`src/rtl/serial_pkg.sv`:
```
// serial_pkg -- definitions shared by the serial transmitter files.
//   tx_state_e       : frame FSM states (IDLE, START, DATA, STOP)
//   DEF_DATA_W       : default payload width in bits
//   DEF_CLKS_PER_BIT : default number of clk cycles per serial bit
//   cnt_w()          : width of a counter covering 0..n-1 (never less than 1)
package serial_pkg;

    typedef enum logic [1:0] {
        IDLE  = 2'd0,
        START = 2'd1,
        DATA  = 2'd2,
        STOP  = 2'd3
    } tx_state_e;

    localparam int DEF_DATA_W       = 8;
    localparam int DEF_CLKS_PER_BIT = 4;

    function automatic int cnt_w(input int n);
        return (n <= 1) ? 1 : $clog2(n);
    endfunction

endpackage

```
`src/rtl/serial_baud_div.sv`:
```
// serial_baud_div -- bit-period divider for the serial transmitter.
// Counts clk cycles while enabled and flags the last cycle of each bit.
//   clk   : clock
//   reset : synchronous active-high reset, counter returns to 0
//   clear : restart the bit period (frame start); counter returns to 0
//   en    : count while a frame is in flight
//   tick  : high during the final cycle of the current bit period
module serial_baud_div
    import serial_pkg::*;
#(
    parameter int CLKS_PER_BIT = DEF_CLKS_PER_BIT
) (
    input  logic clk,
    input  logic reset,
    input  logic clear,
    input  logic en,
    output logic tick
);

    localparam int              CNT_W    = cnt_w(CLKS_PER_BIT);
    localparam logic [CNT_W-1:0] CNT_LAST = CNT_W'(CLKS_PER_BIT - 1);

    logic [CNT_W-1:0] cnt_q;
    logic [CNT_W-1:0] cnt_d;

    assign tick = en && (cnt_q == CNT_LAST);

    always_comb begin
        cnt_d = cnt_q;
        if (clear) begin
            cnt_d = '0;
        end else if (en) begin
            // Wrap at the terminal count so each bit lasts exactly CLKS_PER_BIT cycles.
            cnt_d = (cnt_q == CNT_LAST) ? '0 : cnt_q + CNT_W'(1);
        end
    end

    always_ff @(posedge clk) begin
        if (reset) begin
            cnt_q <= '0;
        end else begin
            cnt_q <= cnt_d;
        end
    end

endmodule

```
`src/rtl/serial_tx.sv`:
```
// serial_tx -- asynchronous-style serial transmitter (start 0, data LSB first,
// stop 1), each bit held CLKS_PER_BIT clk cycles.
//   clk      : clock
//   reset    : synchronous active-high reset; aborts any frame in flight
//   tx_valid : tx_data holds a word to send
//   tx_data  : payload word, latched on the accepting edge
//   tx_ready : block can accept a word this cycle (IDLE only)
//   tx_out   : registered serial line, idle high
//   busy     : frame in progress (complement of tx_ready)
//   tx_done  : one-cycle pulse in the first IDLE cycle after a frame
module serial_tx
    import serial_pkg::*;
#(
    parameter int DATA_W       = DEF_DATA_W,
    parameter int CLKS_PER_BIT = DEF_CLKS_PER_BIT
) (
    input  logic              clk,
    input  logic              reset,
    input  logic              tx_valid,
    input  logic [DATA_W-1:0] tx_data,
    output logic              tx_ready,
    output logic              tx_out,
    output logic              busy,
    output logic              tx_done
);

    localparam int              IDX_W    = cnt_w(DATA_W);
    localparam logic [IDX_W-1:0] IDX_LAST = IDX_W'(DATA_W - 1);

    tx_state_e         state_q, state_d;
    logic [DATA_W-1:0] shift_q, shift_d;
    logic [IDX_W-1:0]  bit_idx_q, bit_idx_d;
    logic              tx_out_q, tx_out_d;
    logic              tx_done_q, tx_done_d;

    logic              accept;
    logic              bit_tick;
    logic [DATA_W-1:0] shift_nxt;

    assign accept    = tx_valid && (state_q == IDLE);
    assign shift_nxt = shift_q >> 1;

    serial_baud_div #(
        .CLKS_PER_BIT (CLKS_PER_BIT)
    ) u_baud_div (
        .clk   (clk),
        .reset (reset),
        .clear (accept),
        .en    (state_q != IDLE),
        .tick  (bit_tick)
    );

    always_comb begin
        state_d   = state_q;
        shift_d   = shift_q;
        bit_idx_d = bit_idx_q;
        tx_out_d  = tx_out_q;
        tx_done_d = 1'b0;
        case (state_q)
            IDLE: begin
                tx_out_d = 1'b1;
                if (accept) begin
                    state_d   = START;
                    shift_d   = tx_data;
                    bit_idx_d = '0;
                    tx_out_d  = 1'b0;
                end
            end
            START: begin
                if (bit_tick) begin
                    state_d  = DATA;
                    tx_out_d = shift_q[0];
                end
            end
            DATA: begin
                if (bit_tick) begin
                    if (bit_idx_q == IDX_LAST) begin
                        state_d   = STOP;
                        bit_idx_d = '0;
                        tx_out_d  = 1'b1;
                    end else begin
                        // Present the next bit on the line as the register shifts.
                        bit_idx_d = bit_idx_q + IDX_W'(1);
                        shift_d   = shift_nxt;
                        tx_out_d  = shift_nxt[0];
                    end
                end
            end
            STOP: begin
                if (bit_tick) begin
                    state_d   = IDLE;
                    tx_out_d  = 1'b1;
                    tx_done_d = 1'b1;
                end
            end
            default: begin
                state_d  = IDLE;
                tx_out_d = 1'b1;
            end
        endcase
    end

    always_ff @(posedge clk) begin
        if (reset) begin
            state_q   <= IDLE;
            shift_q   <= '0;
            bit_idx_q <= '0;
            tx_out_q  <= 1'b1;
            tx_done_q <= 1'b0;
        end else begin
            state_q   <= state_d;
            shift_q   <= shift_d;
            bit_idx_q <= bit_idx_d;
            tx_out_q  <= tx_out_d;
            tx_done_q <= tx_done_d;
        end
    end

    assign tx_ready = (state_q == IDLE);
    assign busy     = !tx_ready;
    assign tx_out   = tx_out_q;
    assign tx_done  = tx_done_q;

endmodule

```
`config.mk`:
```
export PLATFORM = sky130hd
export DESIGN_NAME = serial_tx
export DESIGN_NICKNAME = d
export VERILOG_FILES = /design/src/rtl/serial_pkg.sv /design/src/rtl/serial_baud_div.sv /design/src/rtl/serial_tx.sv
export SDC_FILE = /design/constraint.sdc
export NUM_CORES = 1
export LEC_CHECK = 0
export CAP_MARGIN = 40
export CELL_PAD_IN_SITES_DETAIL_PLACEMENT = 2
export CELL_PAD_IN_SITES_GLOBAL_PLACEMENT = 2
export CORE_MARGIN = 2
export CORE_UTILIZATION = 33
export CTS_CLUSTER_SIZE = 12
export DETAILED_ROUTE_END_ITERATION = 16
export DONT_BUFFER_PORTS = 1
export GPL_ROUTABILITY_DRIVEN = 0
export PLACE_DENSITY = 0.78
export SLEW_MARGIN = 20
export SYNTH_ARGS = -nofsm -noshare
export SYNTH_HDL_FRONTEND = slang
export SYNTH_SLANG_ARGS = --single-unit
```
`constraint.sdc`:
```
create_clock -name clk -period 1.5 [get_ports clk]
set_input_delay 0.375 -clock clk [delete_from_list [all_inputs] [get_ports clk]]
set_output_delay 0.375 -clock clk [all_outputs]
set_load 0.03 [all_outputs]
```
Word level (Yosys, flattened, before mapping)

Index checks and enable logic that the tools add are counted.

Output and inout bits: 4
Word-level logic and storage cells: 54
Register bits: 17
Input bits: 11

$add $sub $neg: 2
Muxes and demuxes: 22
Bitwise logic cells: 1
Reductions and logical operators: 12
Equality and inequality tests: 11

Operators with widths:

| cell                | number |
|---|---|
| $mux 8              | 3 |
| $pmux 8 s2          | 1 |
| $mux 2              | 6 |
| $ne 2x2->1 const B  | 5 |
| $mux 3              | 3 |
| $pmux 2 s4          | 1 |
| $eq 2x2->1 const B  | 3 |
| $mux 1              | 6 |
| $pmux 3 s2          | 1 |
| $reduce_and 3->1    | 2 |
| $reduce_and 5->1    | 1 |
| $pmux 1 s4          | 1 |
| $reduce_and 4->1    | 1 |
| $reduce_bool 2->1   | 2 |
| $reduce_or 2->1     | 2 |
| $add 3x1->3 const B | 1 |
| $eq 3x3->1 const B  | 1 |
| $add 2x1->2 const B | 1 |
| $eq 2x1->1 const B  | 1 |
| $logic_and 1x1->1   | 2 |
| $logic_not 2->1     | 1 |
| $ne 2x1->1 const B  | 1 |
| $logic_not 1->1     | 1 |
| $not 1->1           | 1 |

Longest topological paths before layout

Gate-level depths: netlist of run 1.

Word-level depth: 4
Mapped depth: 7
Depth with buffers taken out: 5

Modules after synthesis

A second synthesis of run 1 with hierarchy kept.

Cells, all modules: 91
Area, all modules: 892.1 um^2

Modules (own cells, without submodules):

| module          | instances | cells each | area an instance (um^2) |
|---|---|---|---|
| serial_tx       | 1         | 82         | 790.8 |
| serial_baud_div | 1         | 9          | 101.3 |

Worst setup path before layout of run 1

No wires, ideal clock.

Path type: register to register
Start: register state_q[0]
End: register shift_q[0]
Path slack: -0.277 ns
Required time: 1.409 ns
Cell stages (with the launch flop): 7
Period minus slack after synthesis: 1.777 ns
Arrival: 1.686 ns
Cells stage by stage: dfxtp_1 inv_1 ha_1 buf_2 nand3b_1 clkbuf_1 a311oi_1

Word-level cells in the longest chain between the ends: 4
Elaborated cells between the ends (all ways): 11

RTL lines:

| what                              | RTL line         | source |
|---|---|---|
| start, declared                   | serial_tx.sv:30  | `tx_state_e state_q, state_d;` |
| start signal, assigned            | serial_tx.sv:111 | `state_q <= state_d;` |
| $logic_not 2->1 (*)               | --               |  |
| net tx_ready                      | serial_tx.sv:21  | `output logic tx_ready,` |
| $logic_and 1x1->1                 | serial_tx.sv:40  | `assign accept = tx_valid && (state_q == IDLE);` |
| $ne 2x1->1 (no source line)       | --               |  |
| $reduce_and 4->1 (no source line) | --               |  |
| end signal, assigned              | serial_tx.sv:112 | `shift_q <= shift_d;` |
| end, declared                     | serial_tx.sv:31  | `logic [DATA_W-1:0] shift_q, shift_d;` |

The timed path passes the listed nets; every way through them passes the cells marked *.
A chain may end at the register's enable or synchronous reset.

Worst setup path after layout of run 1

Start: register state_q[0]
End: output busy

Word-level cells in the longest chain between the ends: 2

RTL lines:

| what            | RTL line         | source |
|---|---|---|
| $logic_not 2->1 | serial_tx.sv:119 | `assign tx_ready = (state_q == IDLE);` |
| $logic_not 1->1 | serial_tx.sv:120 | `assign busy = !tx_ready;` |
| end, declared   | serial_tx.sv:23  | `output logic busy,` |

No other way between the ends.

==> results of run 1 <==
[power groups by stage]
stage,Combinational [mW],Clock [mW],Sequential (mW)
5_1_grt,2.01,0.312,0.750
3_3_place_gp,0.929,0,0.693
2_1_floorplan,0.748,0,0.677
3_5_place_dp,0.994,0,0.705
4_1_cts,1.49,0.273,0.708
6_report,1.93,0.298,0.739
[stage by stage]
step                      hold slack [ps]  instance area (um^2)  setup slack [ps]  setup TNS [ps]
after floorplan                       444                  1050             -31.3           -59.5
after global placement                446                  1140              -138            -439
after detailed placement              451                  1140              -189           -1170
after CTS                             109                  1480              -174           -1460
final                                83.8                  1640              -235           -2610
after global routing                 77.4                  1640              -283           -3540
[what timing repair did]
item                                    in CTS  in global routing
endpoints found under the setup margin      13                 16
buffers inserted                            16                  5
gates resized for setup                     39                 21
pin swaps                                   12                  9
cloned                                       1                  0
[layer usage]
metal / up-vias / global-route usage, % / part of all wire [%]
met5: - / 0 / 0
met4: 0 / 4.98 / 2.0
met3: 7 / 2.72 / 2.1
met2: 18 / 48.3 / 52
met1: 485 / 36.4 / 44
li1: 449 / - / -
[final timing paths]
check / start / end / slack [ps] / cells after the start
max: state_q[0] / busy / -240 / 5
min: reset / state_q[0] / 80 / 1
max reg2reg: state_q[0] / tx_out / -220 / 8
min reg2reg: u_baud_div.cnt_q[1] / u_baud_div.cnt_q[1] / 510 / 2
[flip-flops by register name, summed over array words and instances, names as in the netlist]
signal and count:
shift_q 8, bit_idx_q 3, state_q 2, u_baud_div.cnt_q 2
tx_done 1, tx_out 1
[cell families after synthesis]
family                     after synthesis  synth area share (%)
and+or+nand+nor                         30                  20.5
buffers and inverters                   18                  7.50
DFF                                     17                  36.4
adders and majority gates                9                  12.0
muxes                                    1                  1.07
AOI/OAI and AO/OA                       27                  22.5
[layout make-up]
class                           instances  share of cell area [%]
Clock buffer                            4                    1.60
Inverter                               11                    3.36
Multi-Input combinational cell         68                    51.0
Sequential cell                        17                    21.3
Tap cell                               31                    2.37
Timing Repair Buffer                   36                    20.4
[layout by cell type (no fill, tap or decap), types with 2 or more instances in the layout]
cell type	netlist	final
nand2_1	3	3
inv_1	11	8
buf_6	0	13
nor2b_1	8	5
or3_4	1	2
buf_4	0	21
nand3_2	0	3
nor2b_2	0	3
dfxtp_4	0	2
nand4bb_4	0	2
nand3b_1	3	3
ha_1	9	2
a21oi_1	6	2
a311oi_2	0	5
a311oi_1	7	2
inv_6	0	2
clkbuf_4	0	3
buf_8	0	2
a221oi_4	0	2
a221oi_2	0	6
dfxtp_1	17	14
nand2b_1	3	2
a21oi_2	0	4
ha_4	0	6
==> results by group, run 1 <==
Status
  • Status: complete, but fails checks
  • Violated checks: setup timing

Final layout
  • Nets: 157
  • Fin util: 60.0%
  • Share of layout cells above drive strength 1: 61.0%
  • Finished Layout Cells: 167
  • ANT cells: 0
  • Area of the multi-input gates: 836 um^2
  • FF/Latch Area: 349 um^2
  • # fillers: 248
  • Area grow syn2layout: 75.4%

Floorplan
  • Std-Cell Rows: 19
  • Initial core utilization: 34.2%
  • Die width: 57.2 um
  • Die Area: 3270 um^2
  • I/O pin total: 15
  • Die Y: 57.2 um
  • Core ar.: 2730 um^2

Power and ir drop
  • Pwr Total: 2.97 mW
  • Clock Power Share: 10.0%
  • Logic pwr share: 65.1%
  • Peak VDD IR: 1.25 mV
  • Part of the power in registers: 24.9%
  • Pwr/cell area: 1810 nW/um^2
  • Sw power: 1.27 mW
  • Internal power: 1.71 mW
  • Leakage: 0.589 nW
  • Switching part of the total: 42.6%

Drt
  • Total routed wirelength: 4540 um
  • Vias per cell: 5.74
  • Detailed-route DRC error count: 0
  • 1st-iter DRT viols: 22
  • Avg WL per Cell: 27.2 um
  • DR vias: 959
  • TritonRoute pass-1 iters: 4
  • Post-DRT Antenna Nets: 0

Placement
  • Inst Count DP: 141
  • DP HPWL: 1960 um
  • Port Buffers: 0

GRT
  • Total grt overflow: 0
  • Antenna violations before repair: 0
  • Vias in the first global route: 1,125
  • Global-route wire length before repair: 6580 um
  • Largest net degree at the start of global routing: 19
  • GRT Total Usage: 27.3%

Timing
  • Slew Limit Fails: 0
  • Post-route setup slack: -235 ps
  • Worst Tran Pin Value: 336 ps
  • F_max: 576 MHz
  • RSZ-0062 raised after global routing: yes
  • Worst clock skew: 4.76 ps
  • Final Hold Viols: 0
  • Period utilization: 116%
  • Final count of negative-setup-slack endpoints: 16
  • Tmin final: 1740 ps
  • Slew margin rel.: 77.6%

Worst setup path
  • Crit-path cells: inv_6, ha_4, buf_6, buf_6, clkinvlp_4
  • Crit-path leading delay family: buffers and inverters
  • Critical path buffer and inverter count: 4
  • Crit path DAT: 1360 ps
  • Slowest stage cell, crit path: dfxtp_4
  • Worst-path fanout max: 3
  • Crit start category: flip-flop
  • Crit end category: output port
  • CP max stage delay: 400 ps
  • Critical setup path kind: reg -> out
  • Worst endpoint required time: 1120 ps
  • Cell repeated most along the worst path: buf_6

Synth
  • Synth top area cells: dfxtp_1 (36%), ha_1 (12%), a221oi_1 (7.5%), a311oi_1 (6.6%), nor2b_1 (5.4%)
  • Register area share after synthesis: 36.4%
  • Mapped Cells: 102
  • Syn. warnings: 0
  • Top cell type by total area after synthesis: dfxtp_1
  • Synth Flop Type: dfxtp_1
  • Ys async rst share: 0%
  • Post-synth EDFFs: 0
  • Average footprint of a synthesized cell: 9.16 um^2
  • Netlist cell types: 28
  • Syn nets: 122
  • Mapped Area: 935 um^2
  • Post-synth top area share: 36.4%
  • Synth Register Bits: 17
  • Top cells by count, synth: dfxtp_1 (17), inv_1 (11), ha_1 (9), a221oi_1 (8), nor2b_1 (8)
  • Most common cell in the netlist: dfxtp_1

Clock network
  • Clk Tree Root Cell: clkbuf_4
  • TritonCTS clock tree: yes
  • Hold Buf Count CTS: 0
  • Clk sink count: 17
  • CTS clk-pin slew, worst paths: 120 ps
  • Max clock buf depth: 2
  • Skew-Pair Late Insertion Delay: 330 ps
  • Num CTS Buffers: 3
  • H-tree depth: 1

Run
  • Max-cap violations: 0

Worst hold path
  • Worst hold path class: in -> reg
No activity file was read; power rests on OpenSTA's default activity.
==> inputs of run 2 (changes only) <==
Settings changed: SLEW_MARGIN 20 to default.
==> results of run 2 <==
Same layout as run 1: the final DEF is identical, and so are final timing and power.
==> inputs of run 3 (changes only) <==
Settings changed: RECOVER_POWER from default to 25.
==> results of run 3 <==
Same layout as run 1: the final DEF is identical, and so are final timing and power.
